`config.mk`:
```
export PLATFORM = sky130hd
export DESIGN_NAME = r2s_frame_sync_flat
export DESIGN_NICKNAME = d
export VERILOG_FILES = /design/src/rtl/r2s_frame_sync_pkg.sv /design/src/rtl/r2s_frame_sync_if.sv /design/src/rtl/r2s_frame_sync_sync_edge.sv /design/src/rtl/r2s_frame_sync.sv /design/src/flat_wrapper.sv
export SDC_FILE = /design/constraint.sdc
export NUM_CORES = 1
export LEC_CHECK = 0
export CAP_MARGIN = 20
export CORE_MARGIN = 3
export CORE_UTILIZATION = 40
export CTS_BUF_LIST = sky130_fd_sc_hd__clkbuf_8
export DETAILED_ROUTE_END_ITERATION = 7
export HOLD_SLACK_MARGIN = 0.15
export PLACE_DENSITY_LB_ADDON = 0.2
export SLEW_MARGIN = 20
export SYNTH_ARGS = -nofsm -noshare
export SYNTH_HDL_FRONTEND = slang
export SYNTH_SLANG_ARGS = --single-unit
```
`constraint.sdc`:
```
create_clock -name CLK -period 2.15 [get_ports CLK]
set_input_delay 0.43 -clock CLK [delete_from_list [all_inputs] [get_ports CLK]]
set_output_delay 0.43 -clock CLK [all_outputs]
set_load 0.03 [all_outputs]
```
`src/rtl/r2s_frame_sync_pkg.sv`:
```
// rtl/r2s_frame_sync_pkg.sv - shared widths and state encoding for the R2S frame synchronizer
package r2s_frame_sync_pkg;

    localparam int ROW_W_DEF   = 12;
    localparam int FRAME_W_DEF = 16;

    typedef enum logic {
        WAIT_FSYNC = 1'b0,
        IN_FRAME   = 1'b1
    } state_t;

endpackage

```
`src/rtl/r2s_frame_sync_if.sv`:
```
// rtl/r2s_frame_sync_if.sv - control, config and status bundle of r2s_frame_sync
interface r2s_frame_sync_if #(
    parameter int ROW_W   = r2s_frame_sync_pkg::ROW_W_DEF,
    parameter int FRAME_W = r2s_frame_sync_pkg::FRAME_W_DEF
);
    logic               EN;
    logic               R2S_IN;
    logic               FSYNC_IN;
    logic [ROW_W-1:0]   CFG_ROWS;
    logic [ROW_W-1:0]   CFG_ROW_FIRST;
    logic [ROW_W-1:0]   CFG_ROW_LAST;
    logic               ERR_CLR;
    logic               ROW_STROBE;
    logic               FRAME_STROBE;
    logic [ROW_W-1:0]   ROW_CNT;
    logic [FRAME_W-1:0] FRAME_CNT;
    logic               ROW_ERR;
    logic               IN_FRAME;

    modport master (
        output EN, R2S_IN, FSYNC_IN, CFG_ROWS, CFG_ROW_FIRST, CFG_ROW_LAST, ERR_CLR,
        input  ROW_STROBE, FRAME_STROBE, ROW_CNT, FRAME_CNT, ROW_ERR, IN_FRAME
    );

    modport slave (
        input  EN, R2S_IN, FSYNC_IN, CFG_ROWS, CFG_ROW_FIRST, CFG_ROW_LAST, ERR_CLR,
        output ROW_STROBE, FRAME_STROBE, ROW_CNT, FRAME_CNT, ROW_ERR, IN_FRAME
    );

endinterface

```
`src/rtl/r2s_frame_sync_sync_edge.sv`:
```
// rtl/r2s_frame_sync_sync_edge.sv - 2FF synchronizer with registered rising-edge pulse
module sync_edge (
    input  logic CLK,
    input  logic RST,
    input  logic async_in,
    output logic edge_pulse
);

    logic sync1;
    logic sync2;
    logic sync3;
    logic vld1;
    logic vld2;
    logic armed;
    logic edge_q;

    // armed only after a genuine low has been synchronized, so a level that was
    // already high when reset released never looks like a rising edge
    always_ff @(posedge CLK) begin
        if (RST) begin
            sync1  <= 1'b0;
            sync2  <= 1'b0;
            sync3  <= 1'b0;
            vld1   <= 1'b0;
            vld2   <= 1'b0;
            armed  <= 1'b0;
            edge_q <= 1'b0;
        end else begin
            sync1  <= async_in;
            sync2  <= sync1;
            sync3  <= sync2;
            vld1   <= 1'b1;
            vld2   <= vld1;
            armed  <= armed | (vld2 & ~sync2);
            edge_q <= sync2 & ~sync3 & armed;
        end
    end

    assign edge_pulse = edge_q;

endmodule

```
`src/rtl/r2s_frame_sync.sv`:
```
// rtl/r2s_frame_sync.sv - frame/row sync FSM: gates row strobes, counts rows/frames, flags short or long frames
module r2s_frame_sync
    import r2s_frame_sync_pkg::*;
#(
    parameter int ROW_W   = ROW_W_DEF,
    parameter int FRAME_W = FRAME_W_DEF
) (
    input  logic           CLK,
    input  logic           RST,
    r2s_frame_sync_if.slave bus
);

    localparam logic [ROW_W-1:0] ROW_MAX = '1;

    logic fs_edge;
    logic r2s_edge;

    sync_edge u_sync_fsync (
        .CLK       (CLK),
        .RST       (RST),
        .async_in  (bus.FSYNC_IN),
        .edge_pulse(fs_edge)
    );

    sync_edge u_sync_r2s (
        .CLK       (CLK),
        .RST       (RST),
        .async_in  (bus.R2S_IN),
        .edge_pulse(r2s_edge)
    );

    state_t             state_q, state_d;
    logic               row_strobe_q, row_strobe_d;
    logic               frame_strobe_q, frame_strobe_d;
    logic [ROW_W-1:0]   row_cnt_q, row_cnt_d;
    logic [FRAME_W-1:0] frame_cnt_q, frame_cnt_d;
    logic               row_err_q, row_err_d;
    logic [ROW_W-1:0]   row_base;

    always_ff @(posedge CLK) begin
        if (RST) begin
            state_q        <= WAIT_FSYNC;
            row_strobe_q   <= 1'b0;
            frame_strobe_q <= 1'b0;
            row_cnt_q      <= '0;
            frame_cnt_q    <= '0;
            row_err_q      <= 1'b0;
        end else begin
            state_q        <= state_d;
            row_strobe_q   <= row_strobe_d;
            frame_strobe_q <= frame_strobe_d;
            row_cnt_q      <= row_cnt_d;
            frame_cnt_q    <= frame_cnt_d;
            row_err_q      <= row_err_d;
        end
    end

    // A frame sync restarts the count first, so a coincident row edge becomes row 0
    always_comb begin
        state_d        = state_q;
        row_strobe_d   = 1'b0;
        frame_strobe_d = 1'b0;
        row_cnt_d      = row_cnt_q;
        frame_cnt_d    = frame_cnt_q;
        row_err_d      = row_err_q & ~bus.ERR_CLR;
        row_base       = row_cnt_q;

        if (!bus.EN) begin
            state_d = WAIT_FSYNC;
        end else begin
            if (fs_edge) begin
                if (state_q == IN_FRAME && bus.CFG_ROWS != '0 && row_cnt_q != bus.CFG_ROWS) begin
                    row_err_d = 1'b1;
                end
                frame_strobe_d = 1'b1;
                frame_cnt_d    = frame_cnt_q + FRAME_W'(1);
                row_base       = '0;
                row_cnt_d      = '0;
                state_d        = IN_FRAME;
            end
            if (r2s_edge && (fs_edge || state_q == IN_FRAME)) begin
                row_strobe_d = (bus.CFG_ROW_FIRST <= row_base) && (row_base <= bus.CFG_ROW_LAST);
                row_cnt_d    = (row_base == ROW_MAX) ? row_base : row_base + ROW_W'(1);
            end
        end
    end

    assign bus.ROW_STROBE   = row_strobe_q;
    assign bus.FRAME_STROBE = frame_strobe_q;
    assign bus.ROW_CNT      = row_cnt_q;
    assign bus.FRAME_CNT    = frame_cnt_q;
    assign bus.ROW_ERR      = row_err_q;
    assign bus.IN_FRAME     = (state_q == IN_FRAME);

endmodule

```
`src/flat_wrapper.sv`:
```
// flat-port wrapper written by rule: the top's interface ports become plain ports
module r2s_frame_sync_flat import r2s_frame_sync_pkg::*;
#(
    parameter int ROW_W   = ROW_W_DEF,
    parameter int FRAME_W = FRAME_W_DEF
)
  (CLK, RST, bus_EN, bus_R2S_IN, bus_FSYNC_IN, bus_CFG_ROWS, bus_CFG_ROW_FIRST, bus_CFG_ROW_LAST, bus_ERR_CLR, bus_ROW_STROBE, bus_FRAME_STROBE, bus_ROW_CNT, bus_FRAME_CNT, bus_ROW_ERR, bus_IN_FRAME);
  r2s_frame_sync_if #(.ROW_W(ROW_W), .FRAME_W(FRAME_W)) bus_i ();
  input  logic CLK;
  input  logic RST;
  input wire logic [$bits(bus_i.EN)-1:0] bus_EN;
  input wire logic [$bits(bus_i.R2S_IN)-1:0] bus_R2S_IN;
  input wire logic [$bits(bus_i.FSYNC_IN)-1:0] bus_FSYNC_IN;
  input wire logic [$bits(bus_i.CFG_ROWS)-1:0] bus_CFG_ROWS;
  input wire logic [$bits(bus_i.CFG_ROW_FIRST)-1:0] bus_CFG_ROW_FIRST;
  input wire logic [$bits(bus_i.CFG_ROW_LAST)-1:0] bus_CFG_ROW_LAST;
  input wire logic [$bits(bus_i.ERR_CLR)-1:0] bus_ERR_CLR;
  output wire logic [$bits(bus_i.ROW_STROBE)-1:0] bus_ROW_STROBE;
  output wire logic [$bits(bus_i.FRAME_STROBE)-1:0] bus_FRAME_STROBE;
  output wire logic [$bits(bus_i.ROW_CNT)-1:0] bus_ROW_CNT;
  output wire logic [$bits(bus_i.FRAME_CNT)-1:0] bus_FRAME_CNT;
  output wire logic [$bits(bus_i.ROW_ERR)-1:0] bus_ROW_ERR;
  output wire logic [$bits(bus_i.IN_FRAME)-1:0] bus_IN_FRAME;
  assign bus_i.EN = bus_EN;
  assign bus_i.R2S_IN = bus_R2S_IN;
  assign bus_i.FSYNC_IN = bus_FSYNC_IN;
  assign bus_i.CFG_ROWS = bus_CFG_ROWS;
  assign bus_i.CFG_ROW_FIRST = bus_CFG_ROW_FIRST;
  assign bus_i.CFG_ROW_LAST = bus_CFG_ROW_LAST;
  assign bus_i.ERR_CLR = bus_ERR_CLR;
  assign bus_ROW_STROBE = bus_i.ROW_STROBE;
  assign bus_FRAME_STROBE = bus_i.FRAME_STROBE;
  assign bus_ROW_CNT = bus_i.ROW_CNT;
  assign bus_FRAME_CNT = bus_i.FRAME_CNT;
  assign bus_ROW_ERR = bus_i.ROW_ERR;
  assign bus_IN_FRAME = bus_i.IN_FRAME;
  r2s_frame_sync #(.ROW_W(ROW_W), .FRAME_W(FRAME_W)) u_core (.CLK(CLK), .RST(RST), .bus(bus_i));
endmodule
```
==> flow_summary.yaml <==
layout:
  layout_common_cells: "73 x clkdlybuf4s50_1, 43 x dfxtp_1, 37 x nor2_1"
  stdcell_area_sq_mm: 0.00369
  largest_reg_flops: 16
  drive_above_1_share: 0.107
  nNetsFinal: 475
  antenna_cells: 0
  area_growth_pct: 42.5
  final_common_cell: "clkdlybuf4s50_1"
power:
  switchingPower_mw: 0.367
  internal_power_mw: 1.32
  p_total_mw: 1.69
  p_seq_frac: 0.492
  p_sw_frac: 0.218
  p_comb_frac: 0.113
  power_density_mw_per_mm2: 456
  clkPwrFrac: 0.395
  max-vdd-ir-drop_uv: 431
  p_leak_nw: 1.58
critical_path:
  crit_arrival_ns: 2.24
  cp_slowest_cell: "dfxtp_4"
  worst_ep_required_time_ns: 2.37
  max_stage_delay_ns: 0.41
  crit_chain: "nand2b_1 -> ha_1 -> a21o_1 -> maj3_2 -> a21oi_1 -> nor2_1 -> o22ai_1 -> nor4b_2"
  critPathKind: "reg -> reg"
  endpoint_kind: "flop"
  cp_max_fo: 17
  worst_setup_path_start_kind: "flop"
placed_design:
  gp_congestion: 0.876
  post_dp_cell_area_sq_mm: 0.00356
  dpl.hpwl_um: 5250
  dp_slack_ns: -0.126
  port_buffers: 73
floorplan:
  num_rows: 28
  die_h_um: 86.5
  dieArea_sq_mm: 0.00748
  coreArea_sq_mm: 0.00610
  start_util: 0.425
  die_x_um: 86.5
  pin_count: 74
sta:
  period_share: 0.939
  fin_skew_ns: 0.00870
  setup_ws_ns: 0.131
  post-route-min-period_ns: 2.02
  worst_hold_slack_ns: 0.394
  slew_viol_final: 0
  hold_viol: 0
  finalSetupViolations: 0
  rsz0062_at_grt: "no"
  clock.fmax_ghz: 0.495
  relSlewSlack: 0.721
  tightest_slew_ns: 0.414
status:
  status: "complete, no violations"
logic_synthesis:
  yosysWarningCount: 0
  synth_compound_area_frac: 0.0768
  syn_nets: 380
  ys_seq_area_frac: 0.340
  synth_cell_types: 41
  synth_edf_count: 0
  syn_avg_cell_area_sq_um: 8.25
  synth_seq_cells: 44
  synth_top_family_by_area: "simple AND/OR/NAND/NOR gates"
  syn_area_sq_mm: 0.00259
  muxShareOfSynthArea: 0
  yosys.area_share.adder: 0.120
  ys.flop_type: "dfxtp_1"
  netlist_instances: 314
  async_reset_ff_frac: 0
  synthXorXnorAreaFrac: 0.132
  yosys.area_share.simple: 0.275
grt:
  grt_pass1_wl_um: 11200
  grt_pass1_vias: 2415
  gr-total-overflow: 0
  grt_use_met2: 0.310
  antenna_found_initial: 0
  use_met1: 0.243
  grt_max_degree: 29
  use_met3: 0.0390
  grt_usage: 0.185
  grt_busiest_layer: "met2"
cts:
  clock_path_buffers: 2
  cts.sinks: 44
  cts.clk_slew.worst_paths_ns: 0.09
  cts_made_buffers: 5
  cts_tree: "yes"
  cts_resized: 1
  h-tree-depth: 2
  cts-hold-fix-buffers: 0
  clk_root_buffer_cell: "clkbuf_8"
  cts_setup_buffers: 0
  worst_skew_pair.late_latency_ns: 0.30
drt:
  viasPerCell: 5.05
  vias: 2447
  dr.pass1.iters: 4
  drtAntennaViolNets: 0
  wl_per_cell_um: 13.6
  drtIter0Drc: 155
  drc: 0
  wl_um: 6620
hold_path:
  hp-class: "reg -> reg"
run:
  drv_cap: 0
[power by group through the flow]
stage / Sequential, mW / Combinational [mW] / Clock [mW]
2_1_floorplan: 0.851 / 0.0770 / 0
3_3_place_gp: 0.848 / 0.186 / 0
3_5_place_dp: 0.849 / 0.191 / 0
4_1_cts: 0.830 / 0.192 / 0.678
5_1_grt: 0.830 / 0.214 / 0.713
6_report: 0.828 / 0.191 / 0.666
[critical path, delay by kind of cell (launching register included)]
family / cells / cell delay, ns
simple gates: 3 / 0.47
fa+ha+maj: 2 / 0.61
compound gates: 3 / 0.47
flops: 1 / 0.41
[synthesized netlist by cell type (all sizes together), types with 3 or more instances]
cell | number | area share
nor3 | 6 | 0.016
xnor2 | 13 | 0.044
nand4 | 13 | 0.031
and2 | 3 | 0.0072
buf | 3 | 0.0068
dfxtp | 44 | 0.34
nor4 | 7 | 0.019
nor2b | 10 | 0.024
o21ai | 5 | 0.0097
nand3 | 14 | 0.027
nand2b | 9 | 0.025
nor2 | 37 | 0.054
clkbuf | 6 | 0.0087
ha | 24 | 0.12
inv | 28 | 0.041
a21oi | 16 | 0.032
nor4b | 3 | 0.013
nand2 | 29 | 0.042
xor2 | 26 | 0.088
[logic make-up after synthesis]
logic type	count (synthesis)
DFF	44
AOI/OAI and AO/OA	32
adders and majority gates	25
and+or+nand+nor	137
xor gates and xnor gates	39
buffers and inverters	37
[cell type report]
type | instances | area [sq um]
clock buffers | 6 | 82.6
fillers | 574 | 2400
repair buffers | 97 | 911
flip-flops and latches | 44 | 885
clock inverters | 2 | 38.8
well taps | 75 | 93.8
multi-input cells | 233 | 1580
inverters | 28 | 105
[per-stage QoR]
| step | util | cells | setup TNS [ns] |
|---|---|---|---|
| finish | 0.606 | 485 | 0 |
| global route | 0.606 | 485 | 0 |
| detailed placement | 0.583 | 477 | -0.126 |
| floorplan | - | 314 | 0 |
| CTS | 0.603 | 485 | 0 |
| global placement | 0.583 | 477 | -0.0980 |
[path summary, 6_finish.rpt]
| path | startpoint | to | slack [ns] | cells past startpoint |
|---|---|---|---|---|
| max reg2reg | u_core.u_sync_fsync.edge_pulse | u_core.bus.ROW_STROBE | 0.13 | 8 |
| min reg2reg | u_core.u_sync_fsync.sync3 | u_core.u_sync_fsync.edge_pulse | 0.39 | 1 |
| min | u_core.u_sync_fsync.sync3 | u_core.u_sync_fsync.edge_pulse | 0.39 | 1 |
| max | u_core.u_sync_fsync.edge_pulse | u_core.bus.ROW_STROBE | 0.13 | 8 |
[routing by layer]
metal	wire (um)	vias to the layer above
li1	-	1248
met1	3030	1129
met2	3100	64
met3	431	6
met4	51	0
met5	0	-
No activity file was read; power rests on OpenSTA's default activity.
